$ cat src/rtl/rx_packet_buffer.sv
// Receive-side packet buffer: captures UART bytes into a first-word-fall-through FIFO,
// tags end-of-packet on the newest stored byte and reports occupancy and packet count.
module rx_packet_buffer #(
    parameter int unsigned DEPTH      = 16,
    parameter int unsigned ADDR_WIDTH = 4
) (
    input  logic                  clock,
    input  logic                  reset_neg,
    input  logic                  Exe_LogicImp,
    input  logic                  rx_dataout_ready,
    input  logic [7:0]            rx_dataout,
    input  logic                  rx_endofpacket,
    output logic [7:0]            buf_data,
    output logic                  buf_last,
    output logic                  buf_valid,
    input  logic                  buf_ready,
    output logic [ADDR_WIDTH:0]   buf_count,
    output logic                  buf_full,
    output logic [ADDR_WIDTH:0]   buf_pkt_count,
    output logic                  buf_overflow
);

    logic [7:0]            mem [DEPTH];
    logic [DEPTH-1:0]      tag_q, tag_d;
    logic [ADDR_WIDTH-1:0] rd_ptr_q, rd_ptr_d;
    logic [ADDR_WIDTH-1:0] wr_ptr_q, wr_ptr_d;
    logic [ADDR_WIDTH-1:0] eop_idx;
    logic [ADDR_WIDTH:0]   count_q, count_d;
    logic [ADDR_WIDTH:0]   pkt_q, pkt_d;
    logic                  overflow_q, overflow_d;
    logic                  pop, wr_en, tag_en;

    assign buf_data      = mem[rd_ptr_q];
    assign buf_last      = tag_q[rd_ptr_q];
    assign buf_valid     = (count_q != '0);
    assign buf_full      = (count_q == (ADDR_WIDTH+1)'(DEPTH));
    assign buf_count     = count_q;
    assign buf_pkt_count = pkt_q;
    assign buf_overflow  = overflow_q;

    assign pop     = buf_valid & buf_ready;
    assign wr_en   = rx_dataout_ready & (~buf_full | pop);
    assign eop_idx = wr_ptr_q - ADDR_WIDTH'(1);
    // The newest byte may not be tagged while it is leaving the FIFO this cycle.
    assign tag_en  = rx_endofpacket & buf_valid & ~tag_q[eop_idx]
                     & ~((count_q == (ADDR_WIDTH+1)'(1)) & pop);

    always_comb begin
        tag_d      = tag_q;
        rd_ptr_d   = rd_ptr_q;
        wr_ptr_d   = wr_ptr_q;
        count_d    = count_q;
        pkt_d      = pkt_q;
        overflow_d = overflow_q | (rx_dataout_ready & buf_full & ~pop);

        if (pop) begin
            tag_d[rd_ptr_q] = 1'b0;
            rd_ptr_d        = rd_ptr_q + ADDR_WIDTH'(1);
        end
        if (wr_en) begin
            tag_d[wr_ptr_q] = 1'b0;
            wr_ptr_d        = wr_ptr_q + ADDR_WIDTH'(1);
        end
        if (tag_en) begin
            tag_d[eop_idx] = 1'b1;
        end

        if (wr_en && !pop) begin
            count_d = count_q + (ADDR_WIDTH+1)'(1);
        end else if (pop && !wr_en) begin
            count_d = count_q - (ADDR_WIDTH+1)'(1);
        end

        if (tag_en && !(pop && buf_last)) begin
            pkt_d = pkt_q + (ADDR_WIDTH+1)'(1);
        end else if (!tag_en && pop && buf_last) begin
            pkt_d = pkt_q - (ADDR_WIDTH+1)'(1);
        end

        if (Exe_LogicImp) begin
            tag_d      = '0;
            rd_ptr_d   = '0;
            wr_ptr_d   = '0;
            count_d    = '0;
            pkt_d      = '0;
            overflow_d = 1'b0;
        end
    end

    always_ff @(posedge clock or negedge reset_neg) begin
        if (!reset_neg) begin
            tag_q      <= '0;
            rd_ptr_q   <= '0;
            wr_ptr_q   <= '0;
            count_q    <= '0;
            pkt_q      <= '0;
            overflow_q <= 1'b0;
        end else begin
            tag_q      <= tag_d;
            rd_ptr_q   <= rd_ptr_d;
            wr_ptr_q   <= wr_ptr_d;
            count_q    <= count_d;
            pkt_q      <= pkt_d;
            overflow_q <= overflow_d;
        end
    end

    // Data storage needs no reset; an entry is only observed after it has been written.
    always_ff @(posedge clock) begin
        if (wr_en) begin
            mem[wr_ptr_q] <= rx_dataout;
        end
    end

endmodule

$ cat config.mk
export PLATFORM = sky130hd
export DESIGN_NAME = rx_packet_buffer
export DESIGN_NICKNAME = d
export VERILOG_FILES = /design/src/rtl/rx_packet_buffer.sv
export SDC_FILE = /design/constraint.sdc
export NUM_CORES = 1
export LEC_CHECK = 0
export ABC_AREA = 1
export ABC_CLOCK_PERIOD_IN_PS = 3700
export CAP_MARGIN = 5
export CORE_MARGIN = 1.5
export CORE_UTILIZATION = 45
export CTS_CLUSTER_DIAMETER = 80
export DETAILED_ROUTE_END_ITERATION = 16
export GPL_ROUTABILITY_DRIVEN = 1
export MAX_ROUTING_LAYER = met4
export SKIP_LAST_GASP = 1
export SLEW_MARGIN = 20
export SYNTH_ARGS = -nofsm -noshare
export SYNTH_HDL_FRONTEND = slang
export SYNTH_SLANG_ARGS = --single-unit
$ cat constraint.sdc
create_clock -name clock -period 3.7 [get_ports clock]
set_clock_uncertainty 0.05 [all_clocks]
set_input_delay 0.74 -clock clock [delete_from_list [all_inputs] [get_ports clock]]
set_output_delay 0.74 -clock clock [all_outputs]
set_load 0.02 [all_outputs]
Word-level counts from Yosys, hierarchy flattened
Memories as Yosys holds them, arrays and structs flattened.
Index checks and enable logic that the tools add are counted.
{"block": "totals", "reg_bits": 35, "latchBits": 0, "ramBits": 128, "romBits": 0, "elab_cells": 86, "memories": 1}
{"memory": "mem", "depth": 16, "word_bits": 8, "rd": 1, "rd_clocked_by_memory_dff": 0, "wr": 1, "line": "23", "rtl": "logic [7:0] mem [DEPTH];"}
{"block": "classes", "addsub": 7, "mul": 0, "n_div": 0, "magnitude_cmp": 6, "n_eq_ne": 2, "n_shift": 0, "n_mux": 27, "n_bitwise": 19, "n_reduce_logical": 18}
{"cell": "16-bit 2-to-1 mux", "count": 4}
{"cell": "16-bit bitwise AND", "count": 2}
{"cell": "16-bit NOT", "count": 2}
{"cell": "5-bit 2-to-1 mux", "count": 6}
{"cell": "4-bit 2-to-1 mux", "count": 4}
{"cell": "16-bit bitwise OR", "count": 1}
{"cell": "4-bit by 5-bit < comparator with 1-bit output (second input constant)", "count": 3}
{"cell": "1-bit demux with 4-bit select", "count": 3}
{"cell": "4-bit by 1-bit greater-or-equal comparator with 1-bit output (second input constant)", "count": 3}
{"cell": "5-bit by 1-bit adder with 5-bit output (second input constant)", "count": 2}
{"cell": "5-bit by 1-bit subtractor with 5-bit output (second input constant)", "count": 2}
{"cell": "1-bit logical AND", "count": 9}
{"cell": "4-bit by 1-bit adder with 4-bit output (second input constant)", "count": 2}
{"cell": "1-bit bitwise AND", "count": 8}
{"cell": "1-bit binary-select mux with 4-bit select", "count": 2}
{"cell": "1-bit 2-to-1 mux", "count": 8}
{"cell": "3-bit nonzero test", "count": 2}
{"cell": "5-bit by 1-bit equality test with 1-bit output (second input constant)", "count": 1}
{"cell": "5-bit equality test (second input constant)", "count": 1}
{"cell": "5-bit nonzero test", "count": 1}
{"cell": "1-bit zero test", "count": 4}
{"cell": "1-bit NOT", "count": 4}
{"cell": "2-bit nonzero test", "count": 2}
{"cell": "4-bit by 1-bit subtractor with 4-bit output (second input constant)", "count": 1}
{"cell": "1-bit bitwise OR", "count": 2}

Longest topological paths before layout
{"block": "logic_depth", "depth_word": 12, "mapped_depth": 23}

Worst setup path after synthesis
Ideal clock, no wire load.
{"block": "synth_timing", "kind": "reg-to-reg", "from": "register wr_ptr_q[0]", "to": "register pkt_q[4], in the netlist buf_pkt_count[4]", "arrival_time_ps": 2675, "slack_ps": 857, "path_stages_with_launch": 21, "synth_period_minus_slack_ps": 2843, "path_cell_list": "dfrtp_1 buf_6 inv_2 buf_6 ha_1 inv_1 nand3_1 nand2_1 nand3_1 nand3_2 nor2_8 nand2_4 fa_1 nand3_1 nand2_1 xor2_1 inv_1 nand2_1 nand2_1 nand2_1 nand2_1"}
{"block": "synth_via", "elab_chain_cells": 10}
{"element": "start, declared", "line": "26", "rtl": "logic [ADDR_WIDTH-1:0] wr_ptr_q, wr_ptr_d;"}
{"element": "start signal, assigned", "line": "101", "rtl": "wr_ptr_q <= wr_ptr_d;"}
{"element": "4-bit by 1-bit subtractor with 4-bit output (*)", "line": "43", "rtl": "assign eop_idx = wr_ptr_q - ADDR_WIDTH'(1);"}
{"element": "1-bit binary-select mux with 4-bit select (*)", "line": "45", "rtl": "assign tag_en = rx_endofpacket & buf_valid & ~tag_q[eop_idx]"}
{"element": "1-bit 2-to-1 mux (implied by the code) (*)", "line": "45"}
{"element": "1-bit NOT (*)", "line": "45"}
{"element": "1-bit bitwise AND (*)", "line": "45"}
{"element": "1-bit bitwise AND (*)", "line": "46", "rtl": "& ~((count_q == (ADDR_WIDTH+1)'(1)) & pop);"}
{"element": "1-bit zero test", "line": "76", "rtl": "end else if (!tag_en && pop && buf_last) begin"}
{"element": "1-bit logical AND (2 in series)", "line": "76"}
{"element": "3-bit nonzero test (no line)"}
{"element": "end signal, assigned", "line": "103", "rtl": "pkt_q <= pkt_d;"}
{"element": "end, declared", "line": "29", "rtl": "logic [ADDR_WIDTH:0] pkt_q, pkt_d;"}
Every way passes the cells marked *; elsewhere a longest branch is shown, timed or not. The select of a mux whose other input is x is not followed.
A chain may end at the register's enable or synchronous reset.

Worst setup path in the final report
{"block": "layout_timing", "from": "register rd_ptr_q[0]", "to": "output port buf_data[5]"}
{"block": "layout_via", "elab_chain_cells": 1}
{"element": "start, declared", "line": "25", "rtl": "logic [ADDR_WIDTH-1:0] rd_ptr_q, rd_ptr_d;"}
{"element": "start signal, assigned", "line": "100", "rtl": "rd_ptr_q <= rd_ptr_d;"}
{"element": "memory read 16 x 8 bit"}
{"element": "end, declared", "line": "13", "rtl": "output logic [7:0] buf_data,"}
Every way passes these cells.

==> results.cfg <==
[status]
status = finished clean

[worst_setup_path]
crit_path_end_kind = output pin
cpPeakStageDelay_ns = 0.60
start_kind = flop
required_ns = 2.91
critPathKind = reg2out
cp_top_family = buffers and inverters
cp_slowest_cell = clkdlybuf4s50_1
cp_cell_sequence = buf_4 > o21ai_0 > o22ai_1 > nand2_1 > nand4_1 > clkdlybuf4s50_1
worst-path-buf-inv = 2
crit_path_max_fanout = 75
crit_arrival_ns = 2.70

[worst_hold_path]
worstHoldPathType = in2async

[cts]
htreeDepth = 4
cts_sinks = 163
cts_made_buffers = 17
clockRootBuffer = clkbuf_16
clock_path_buffers = 2
cts_tree = yes
post_cts.repair.setup_buffers = 0
clk_pin_slew_ns = 0.07
cts_hold_buf = 0
insertion_delay_ns = 0.42
cts_resized = 0

[global_routing]
antenna_found_initial = 0
grt_pass1_wl_mm = 31.5
track_usage = 0.240
grt_max_degree = 76
grt_pass1_vias = 5626
grt_overflow_total = 0

[layout]
diodes = 0
nets = 828
drive_above_1_share = 0.115
synthToLayoutAreaGrowth_pct = 16.0
final_cells = 1027
nFillCells = 1488
layout_common_cells = nand2_1, edfxtp_1, nor2_1
final_common_cell = nand2_1

[routing]
ant_nets = 0
via_count = 5787
drtIter0Drc = 624
route.final.wire_length_mm = 19.7
drc = 0
drt_pass1_iterations = 5
wl_per_cell_um = 19.2
routed_via_density = 5.63

[floorplanning]
coreArea_um2 = 16600
die_x_um = 134
rows = 47
io_pins = 36
fp.dieH_um = 134
start_util = 0.461
fp.dieArea_um2 = 17900

[pwr]
p_per_area_nw_per_um2 = 627
vdd_drop_max_mv = 0.394
p_leak_nw = 3.39
p_total_mw = 5.58

[placement]
portBuffers = 35
routabilityCongestion = 0.922
dp_cells = 996
dp_hpwl_mm = 13.0

[timing]
min_period_over_period = 0.944
tightest_slew_ns = 0.847
period_minus_slack_ns = 3.49
hold_viol = 0
final_max_slew_viol_count = 0
setup_violations = 0
maxSlewHeadroom = 0.435
fmaxAchievable_mhz = 286
rsz0062_at_grt = false
setup_tns_ns = 0

[yosys]
syn-cell-area_um2 = 7680
ys_seq_area_frac = 0.615
synth_ff_type = edfxtp_1
syn_area_per_cell_um2 = 10.3
synth_edf_count = 128
ys_ff_latch = 163
syn_inst = 746
ys.warnings.count = 0
synth_cell_type_count = 38
synth_nets = 779
async_flop_share = 0.215

[run]
cap_violations = 0
stage by stage:
step                setup WS [ns]  utilization  cell area, um2  hold slack [ns]
floorplan                   0.857            -            7680            0.394
global placement            0.575        0.503            8370            0.441
detailed placement          0.553        0.503            8370            0.481
CTS                         0.182        0.535            8910            0.397
global route               0.0320        0.535            8910            0.424
finish                      0.206        0.535            8910            0.371
logic make-up after synthesis:
family          count (synthesis)  synth area share
simple gates                  318             0.180
flops                         163             0.615
buf+inv                        89            0.0507
compound gates                152             0.117
xor+xnor                        5           0.00570
fa+ha+maj                      19            0.0319
path summary, 6_finish.rpt:
check	start	end	slack (ns)	cells after the start
worst max-delay path	rd_ptr_q[0]	buf_data[5]	0.21	6
worst min-delay path	reset_neg	buf_pkt_count[0]	0.37	1
worst max register to register	wr_ptr_q[0]	buf_pkt_count[4]	0.57	21
worst min register to register	buf_overflow	buf_overflow	0.48	2
max in group asynchronous	reset_neg	rd_ptr_q[0]	2.64	1
min in group clock	buf_overflow	buf_overflow	0.48	2
power by group:
part	total [mW]	leakage, nW	internal, mW	switching (mW)
Sequential	2.14	1.63	2.07	0.0703
Combinational	1.82	1.49	0.653	1.17
Clock	1.62	0.263	0.923	0.700
Total	5.58	3.39	3.64	1.94
layout make-up:
type / instances / area [um2] / share of cell area
Tap cell: 220 / 275 / 0.0309
Clock inverter: 12 / 108 / 0.0121
Timing Repair Buffer: 69 / 613 / 0.0688
Inverter: 50 / 190 / 0.0213
Sequential cell: 163 / 4720 / 0.530
Multi-Input combinational cell: 494 / 2570 / 0.288
Clock buffer: 19 / 433 / 0.0486
Yosys cell counts (8+ instances only):
master	n	share of area
a21oi_1	24	0.016
a311o_1	13	0.017
clkbuf_1	24	0.012
dfrtp_1	35	0.11
edfxtp_1	128	0.50
ha_1	18	0.029
inv_1	40	0.020
inv_2	8	0.0039
nand2_1	133	0.065
nand2_2	8	0.0065
nand3_1	48	0.031
nand4_1	13	0.011
nor2_1	101	0.049
o21ai_0	73	0.048
o22ai_1	33	0.027
flip-flops by register name (all words and copies together), names as in the netlist:
name and count:
mem 128, tag_q 16, buf_count 5, buf_pkt_count 5
rd_ptr_q 4, wr_ptr_q 4, buf_overflow 1
metal layers:
layer,share of wire,track usage,up-vias
met5,0,-,-
met4,0.023,0.0761,0
met3,0.062,0.0464,33
met2,0.48,0.372,198
met1,0.43,0.322,2844
li1,-,-,2712
No activity file was read; power rests on OpenSTA's default activity.
